==> config.mk <==
export PLATFORM = sky130hd
export DESIGN_NAME = wm_result_writeback
export DESIGN_NICKNAME = d
export VERILOG_FILES = /design/src/rtl/wm_result_writeback.sv
export SDC_FILE = /design/constraint.sdc
export NUM_CORES = 1
export LEC_CHECK = 0
export BUFFER_PORTS_ARGS = -buffer_cell sky130_fd_sc_hd__buf_2
export CORE_UTILIZATION = 50
export CTS_BUF_LIST = sky130_fd_sc_hd__clkbuf_16
export CTS_CLUSTER_DIAMETER = 200
export DETAILED_ROUTE_END_ITERATION = 12
export GPL_TIMING_DRIVEN = 0
export HOLD_SLACK_MARGIN = 0.08
export PLACE_DENSITY_LB_ADDON = 0.15
export SYNTH_ARGS = -nofsm -noshare
export SYNTH_HDL_FRONTEND = slang
export SYNTH_SLANG_ARGS = --single-unit
==> constraint.sdc <==
create_clock -name clock -period 5.2 [get_ports clock]
set_input_delay 0.52 -clock clock [delete_from_list [all_inputs] [get_ports clock]]
set_output_delay 0.52 -clock clock [all_outputs]
set_load 0.02 [all_outputs]
==> src/rtl/wm_result_writeback.sv <==
// Copies the final distance vector from Working Memory into Output Memory:
// one 128-bit word is loaded, then its 16-bit lanes are written one per cycle.
module wm_result_writeback (
    input  logic          clock,
    input  logic          reset,
    input  logic          start,
    input  logic [12:0]   node_count,
    input  logic [12:0]   wm_base,
    input  logic [12:0]   om_base,
    output logic [12:0]   WMAR,
    input  logic [127:0]  WMDR,
    output logic [12:0]   OMWAR,
    output logic [15:0]   OMWDR,
    output logic          OMWE,
    output logic          busy,
    output logic          done
);

    localparam int unsigned LANES = 8;
    localparam int unsigned AW    = 13;
    localparam int unsigned DW    = 16;
    localparam int unsigned LW    = $clog2(LANES);

    typedef enum logic [1:0] {
        S_IDLE  = 2'd0,
        S_LOAD  = 2'd1,
        S_WRITE = 2'd2,
        S_DONE  = 2'd3
    } state_t;

    state_t                     state_q, state_d;
    logic [AW-1:0]              cnt_q, cnt_d;
    logic [AW-1:0]              wm_base_q, wm_base_d;
    logic [AW-1:0]              om_base_q, om_base_d;
    logic [AW-1:0]              n_q, n_d;
    logic [AW-1:0]              w_q, w_d;
    logic [LW-1:0]              lane_q, lane_d;
    logic [LANES-1:0][DW-1:0]   buf_q, buf_d;
    logic [AW-1:0]              wmar_q, wmar_d;
    logic [AW-1:0]              omwar_q, omwar_d;
    logic [DW-1:0]              omwdr_q, omwdr_d;
    logic                       omwe_q, omwe_d;
    logic                       busy_q, busy_d;
    logic                       done_q, done_d;
    logic [AW-1:0]              n_inc;
    logic [LW-1:0]              lane_inc;

    assign n_inc    = n_q + AW'(1);
    assign lane_inc = lane_q + LW'(1);

    // Next-state and registered-output computation; outputs are prepared one
    // cycle ahead so they are valid in the state they belong to.
    always_comb begin
        state_d   = state_q;
        cnt_d     = cnt_q;
        wm_base_d = wm_base_q;
        om_base_d = om_base_q;
        n_d       = n_q;
        w_d       = w_q;
        lane_d    = lane_q;
        buf_d     = buf_q;
        wmar_d    = wmar_q;
        omwar_d   = omwar_q;
        omwdr_d   = omwdr_q;
        omwe_d    = 1'b0;

        case (state_q)
            S_IDLE: begin
                if (start) begin
                    cnt_d     = node_count;
                    wm_base_d = wm_base;
                    om_base_d = om_base;
                    n_d       = '0;
                    w_d       = '0;
                    if (node_count == '0) begin
                        state_d = S_DONE;
                    end else begin
                        state_d = S_LOAD;
                        wmar_d  = wm_base;
                    end
                end
            end
            S_LOAD: begin
                buf_d   = WMDR;
                lane_d  = '0;
                state_d = S_WRITE;
                omwe_d  = 1'b1;
                omwar_d = om_base_q + n_q;
                omwdr_d = WMDR[DW-1:0];
            end
            S_WRITE: begin
                n_d = n_inc;
                if (n_inc == cnt_q) begin
                    state_d = S_DONE;
                end else if (lane_q == LW'(LANES - 1)) begin
                    w_d     = w_q + AW'(1);
                    wmar_d  = wm_base_q + w_q + AW'(1);
                    state_d = S_LOAD;
                end else begin
                    lane_d  = lane_inc;
                    state_d = S_WRITE;
                    omwe_d  = 1'b1;
                    omwar_d = om_base_q + n_inc;
                    omwdr_d = buf_q[lane_inc];
                end
            end
            S_DONE: begin
                state_d = S_IDLE;
            end
            default: begin
                state_d = S_IDLE;
            end
        endcase

        busy_d = (state_d == S_LOAD) || (state_d == S_WRITE);
        done_d = (state_d == S_DONE);
    end

    always_ff @(posedge clock) begin
        if (reset) begin
            state_q   <= S_IDLE;
            cnt_q     <= '0;
            wm_base_q <= '0;
            om_base_q <= '0;
            n_q       <= '0;
            w_q       <= '0;
            lane_q    <= '0;
            buf_q     <= '0;
            wmar_q    <= '0;
            omwar_q   <= '0;
            omwdr_q   <= '0;
            omwe_q    <= 1'b0;
            busy_q    <= 1'b0;
            done_q    <= 1'b0;
        end else begin
            state_q   <= state_d;
            cnt_q     <= cnt_d;
            wm_base_q <= wm_base_d;
            om_base_q <= om_base_d;
            n_q       <= n_d;
            w_q       <= w_d;
            lane_q    <= lane_d;
            buf_q     <= buf_d;
            wmar_q    <= wmar_d;
            omwar_q   <= omwar_d;
            omwdr_q   <= omwdr_d;
            omwe_q    <= omwe_d;
            busy_q    <= busy_d;
            done_q    <= done_d;
        end
    end

    assign WMAR  = wmar_q;
    assign OMWAR = omwar_q;
    assign OMWDR = omwdr_q;
    assign OMWE  = omwe_q;
    assign busy  = busy_q;
    assign done  = done_q;

endmodule

---- Word level (Yosys, flattened, before mapping) ----
Index checks and enable logic that the tools add are counted.
word-level totals
  register bits ........................... 243
  output and inout port bits .............. 45
  input port bits ......................... 170
  logic and storage cells ................. 81
operators by class
  reductions and logical operators ........ 10
  order comparisons ....................... 1
  $add $sub $neg .......................... 7
  multiplexer cells ....................... 29
  eq/ne operators ......................... 13
operator list
  operator               number
  $mux 13                9
  $pmux 13 s2            4
  $bmux 16 s3            1
  $mux 16                3
  $add 13x1->13 const B  3
  $add 13x13->13         3
  $pmux 16 s2            1
  $eq 13x13->1           1
  $logic_not 13->1       1
  $ne 2x2->1 const B     5
  $eq 2x2->1 const B     4
  $mux 2                 4
  $pmux 2 s4             1
  $mux 3                 2
  $pmux 3 s2             1
  $reduce_and 5->1       1
  $eq 2x1->1 const B     2
  $lt 3x4->1 const B     1
  $reduce_and 2->1       2
  $reduce_and 4->1       1
  $reduce_bool 2->1      2
  $add 3x1->3 const B    1
  $eq 3x3->1 const B     1
  $reduce_and 3->1       1
  4 further kinds        5

---- Logic depth before layout (Yosys ltp) ----
  depth in word-level cells ............... 6
  gate-level depth with buffers ........... 16

---- Least setup slack after synthesis ----
No wires, ideal clock.
  kind .................................... register to register
  from .................................... register state_q[0]
  to ...................................... register omwar_q[12], in the netlist OMWAR[12]
  slack ................................... 1671 ps
  arrival ................................. 3459 ps
  cell stages (with the launch flop) ...... 15
  required time ........................... 5130 ps
  path buffers ............................ 3
  cells stage by stage .................... dfxtp_1 > inv_1 > ha_1 > clkbuf_1 > clkbuf_1 > buf_1 > mux2_2 > fa_1 > a211oi_1 > o21a_1 > nor3_1 > a311oi_1 > nor3_1 > nand4bb_1 > a21oi_1
between the ends
  longest elaborated chain between the ends .. 3
  elaborated cells on any way between the ends .. 7
RTL lines
  element                                                           RTL line  source
  start, declared                                                   31        state_t state_q, state_d;
  start signal, assigned                                            136       state_q <= state_d;
  $eq 2x2->1 or $eq 2x1->1 (tied branches)                          67        case (state_q)
  $ne 2x2->1 (no source line) or $reduce_bool 2->1 (tied branches)  -
  $reduce_and 3->1 (no source line)                                 -
  end signal, assigned                                              145       omwar_q <= omwar_d;
  end, declared                                                     40        logic [AW-1:0] omwar_q, omwar_d;
Parallel ways exist; a longest one is shown, timed or not.
A chain may end at the register's enable or synchronous reset.

---- Worst setup path in the final report ----
Ends and elaborated chain as after synthesis.

==> summary.md <==
| Metric | Value |
|---|---|
| IR Drop Worst-Case VDD | roughly 0.29 mV |
| I/O pin cnt | 215 |
| Leak | ~5.8 nW |
| Buffers added on ports | 213 |
| Initial antenna violation count | 4 |
| Tmin final | approximately 5.0 ns |
| Via-per-instance ratio | between 5 and 6 |
| Final Routed Wirelength | 37400 µm |
| DP Area | roughly 14000 µm² |
| Number of maximum-capacitance violations | 0 |
| Count of flip-flops with a built-in enable after synthesis | 0 |
| Kind of capture point of the worst setup path | register |
| Nets in the synthesized netlist | between 1.5k and 2k |
| Worst-case headroom to the max-slew limit | 37.7% |
| Power per cell area | 360 nW/µm² |
| Gate count of the mapped netlist | 1358 |
| Via count of the first global-routing pass | 10.6k |
| CP max FO | 10 |
| Status | finished, final reports clean |
| Initial Utilization | 51.6% |
| Predominant post-synthesis flop cell | dfxtp_1 |
| Final-layout setup total negative slack | 0 ns |
| Number of synthesized register bits | 243 |
| First-iteration detailed-routing DRC count | about 760 |
| Slew at the pin closest to its max-slew limit | 0.935 ns |
| Avg Cell Area, Syn | 9.02 µm² |
| Number of cell rows | 56 |
| First-pass DRT Iterations | 7 |
| Aggregate global-route resource usage | 29.9% |
| Cell at the root of the clock tree | clkbuf_16 |
| TritonCTS Buffers | 26 |
| Standard cell with the maximum stage delay on the critical path | a311oi_1 |
| Clock sinks | 243 |
| Clock-pin transition on the worst setup and hold timing paths | 0.06 ns |
| Final routed DRC violation total | 0 |
| Placer's final routability congestion estimate | roughly 0.94 |
| Area growth syn-to-layout | 19.0% |
| Die extent in x | 159 µm |
| Tightest hold margin | 0.199 ns |
| Total global routing overflow | 0 |
| Delay of the slowest critical-path stage | around 0.57 ns |
| Die height | 159 µm |
| Nets@finish | about 1.8k |
| Final Hold Vio Count | 0 |
| Die area | between 20000 and 30000 µm² |
| Final setup skew | 0.0146 ns |
| Slew Viols, Final | 0 |
| Routed length per instance | 19.3 µm |
| Cell occurring most often along the worst timing path | clkbuf_1 |
| Post-synthesis async set-or-reset flop share | 0% |
| Skew-Pair Late Insertion Delay | 0.55 ns |
| Final setup viols | 0 |
| Fraction of layout cells with a size suffix above 1 | 19.6% |
| # fillers | 2153 |
| First-pass GRT wire length | 57300 µm |
| DPL Wire Length | 28100 µm |
| PnR Total Power | 0.00525 W |
| Path type of the worst min-delay path | in -> reg |
| Deepest clock path buffer count | 3 |
| Hold_buf cts | 0 |
| Number of nets with antenna violations after routing | 0 |
| H-tree depth | 1 |
| Proportion of synthesized chip area in sequential cells | 39.7% |
| Unrepaired setup endpoints after global routing | false |
| Cell-by-cell trace of the critical path | inv_1, ha_1, clkbuf_1, clkbuf_1, clkbuf_2, clkbuf_1, nand2_1, xnor2_1, ha_1, a211oi_1, o21a_1, nor3_1, a311oi_1, nor3_1, nand4bb_1, a21oi_1 |
| Element type at the critical path start | register |
| Pin count of the biggest net entering global routing | 15 |
| Worst Path Arrival | 5.49 ns |
| CTS tree | built |
| Standard cell core area | 23800 µm² |
| Routed vias | 11.1k |
| Post-synthesis instance area | 12300 µm² |
| Critical path required time | roughly 5.7 ns |
| Final design area excluding fillers | 14600 µm² |
| Final worst-path cycle share | between 90 and 100% |
| Maximum clock frequency | between 150 and 200 MHz |
| Number of post-CTS setup repair buffers | 0 |
| Critical path type | reg -> reg |
| Distinct cell type count of the synthesized netlist | between 70 and 80 |
| Synth warn | 0 |
==> final timing paths <==
| path | startpoint | end | slack [ns] | cells after the start |
|---|---|---|---|---|
| worst max-delay path | state_q[0] | OMWAR[12] | 0.19 | 16 |
| worst min-delay path | WMDR[37] | buf_q[37] | 0.20 | 3 |
| worst max register to register | state_q[0] | OMWAR[12] | 0.19 | 16 |
| worst min register to register | WMAR[2] | WMAR[2] | 0.46 | 2 |
==> cell usage after synthesis (10+ instances only) <==
cell	instances	area (µm²)
inv_1	15	56.3
nor2_1	190	713
nor3_1	21	105
or3_1	16	100
dfxtp_1	243	4860
nand4_1	10	62.6
nand2_1	143	537
ha_1	33	413
mux2i_1	159	1590
o21ai_0	34	170
clkbuf_1	62	233
xnor2_1	31	272
buf_1	23	86.3
mux4_2	32	721
nand3_1	35	175
a21oi_1	121	606
a211oi_1	13	97.6
o211ai_1	39	293
==> metrics by stage <==
| stage | util (%) | std cells | setup WS (ns) |
|---|---|---|---|
| 2_1_floorplan | - | 1358 | 1.67 |
| 3_3_place_gp | 57.7 | 1890 | 0.138 |
| 3_5_place_dp | 57.7 | 1890 | 0.229 |
| 4_1_cts | 61.4 | 1938 | 0.188 |
| 5_1_grt | 61.4 | 1938 | 0.0156 |
| 6_report | 61.4 | 1939 | 0.186 |
==> power breakdown <==
part | switching [W] | internal, W | total [W]
combinational | 0.000763 | 0.000479 | 0.00124
clock | 0.000796 | 0.00106 | 0.00186
sequential | 0.000108 | 0.00204 | 0.00215
==> cell type report <==
| class | instances | area [µm²] | share of cell area, % |
|---|---|---|---|
| Antenna cell | 1 | 2.50 | 0.0172 |
| Buffer | 103 | 452 | 3.10 |
| Clock buffer | 26 | 651 | 4.46 |
| Clock inverter | 22 | 206 | 1.42 |
| Inverter | 17 | 63.8 | 0.438 |
| Multi-Input combinational cell | 995 | 6870 | 47.2 |
| Sequential cell | 243 | 4860 | 33.4 |
| Tap cell | 319 | 399 | 2.74 |
| Timing Repair Buffer | 213 | 1070 | 7.31 |
==> flip-flops by register name, indices dropped and copies added (netlist names) <==
register	cells
buf_q	128
OMWDR	16
OMWAR	13
WMAR	13
cnt_q	13
n_q	13
om_base_q	13
w_q	13
wm_base_q	13
lane_q	3
state_q	2
OMWE	1
busy	1
done	1
==> timing repair <==
item,CTS,global route
setup endpoints to repair,0,1
resized for setup,0,2
endpoints found under the hold margin,0,0
==> worst max-delay path, delay by kind of cell (launching register included) <==
kind,cells,cell delay (ns)
xor gates and xnor gates,1,0.15
adders and majority gates,2,0.64
and+or+nand+nor,4,0.59
AOI/OAI and AO/OA,4,1.25
DFF,1,0.33
buffers and inverters,5,1.97
==> logic make-up after synthesis <==
kind of cell	Yosys count	share of synthesized area (%)
compound gates	264	13.7
xor+xnor	39	2.79
fa+ha+maj	35	3.70
buf+inv	120	4.19
flops	243	39.7
mux	192	19.0
simple gates	465	17.0
==> layout by cell type, fill, tap and decap left out, drive strengths merged, types with 6 or more instances in the layout <==
cell / instances
o21ai: 35
mux2i: 159
a211oi: 13
nand3: 36
clkbuf: 90
xnor2: 31
a21o: 6
a311oi: 6
mux4: 32
nand2: 143
dfxtp: 243
a21oi: 121
or3: 17
ha: 33
buf: 252
nor3: 22
xor2: 8
nand4: 11
nor2: 190
o211ai: 39
inv: 17
clkinv: 16
==> layer usage <==
layer  wire, µm  up-vias  GRT usage, %
li1           -     5337             -
met1      16000     5261          38.2
met2      17100      407          49.0
met3       2570       87          5.88
met4       1680        6          13.1
met5         39        -             0
(Power assumes the default switching activity.)
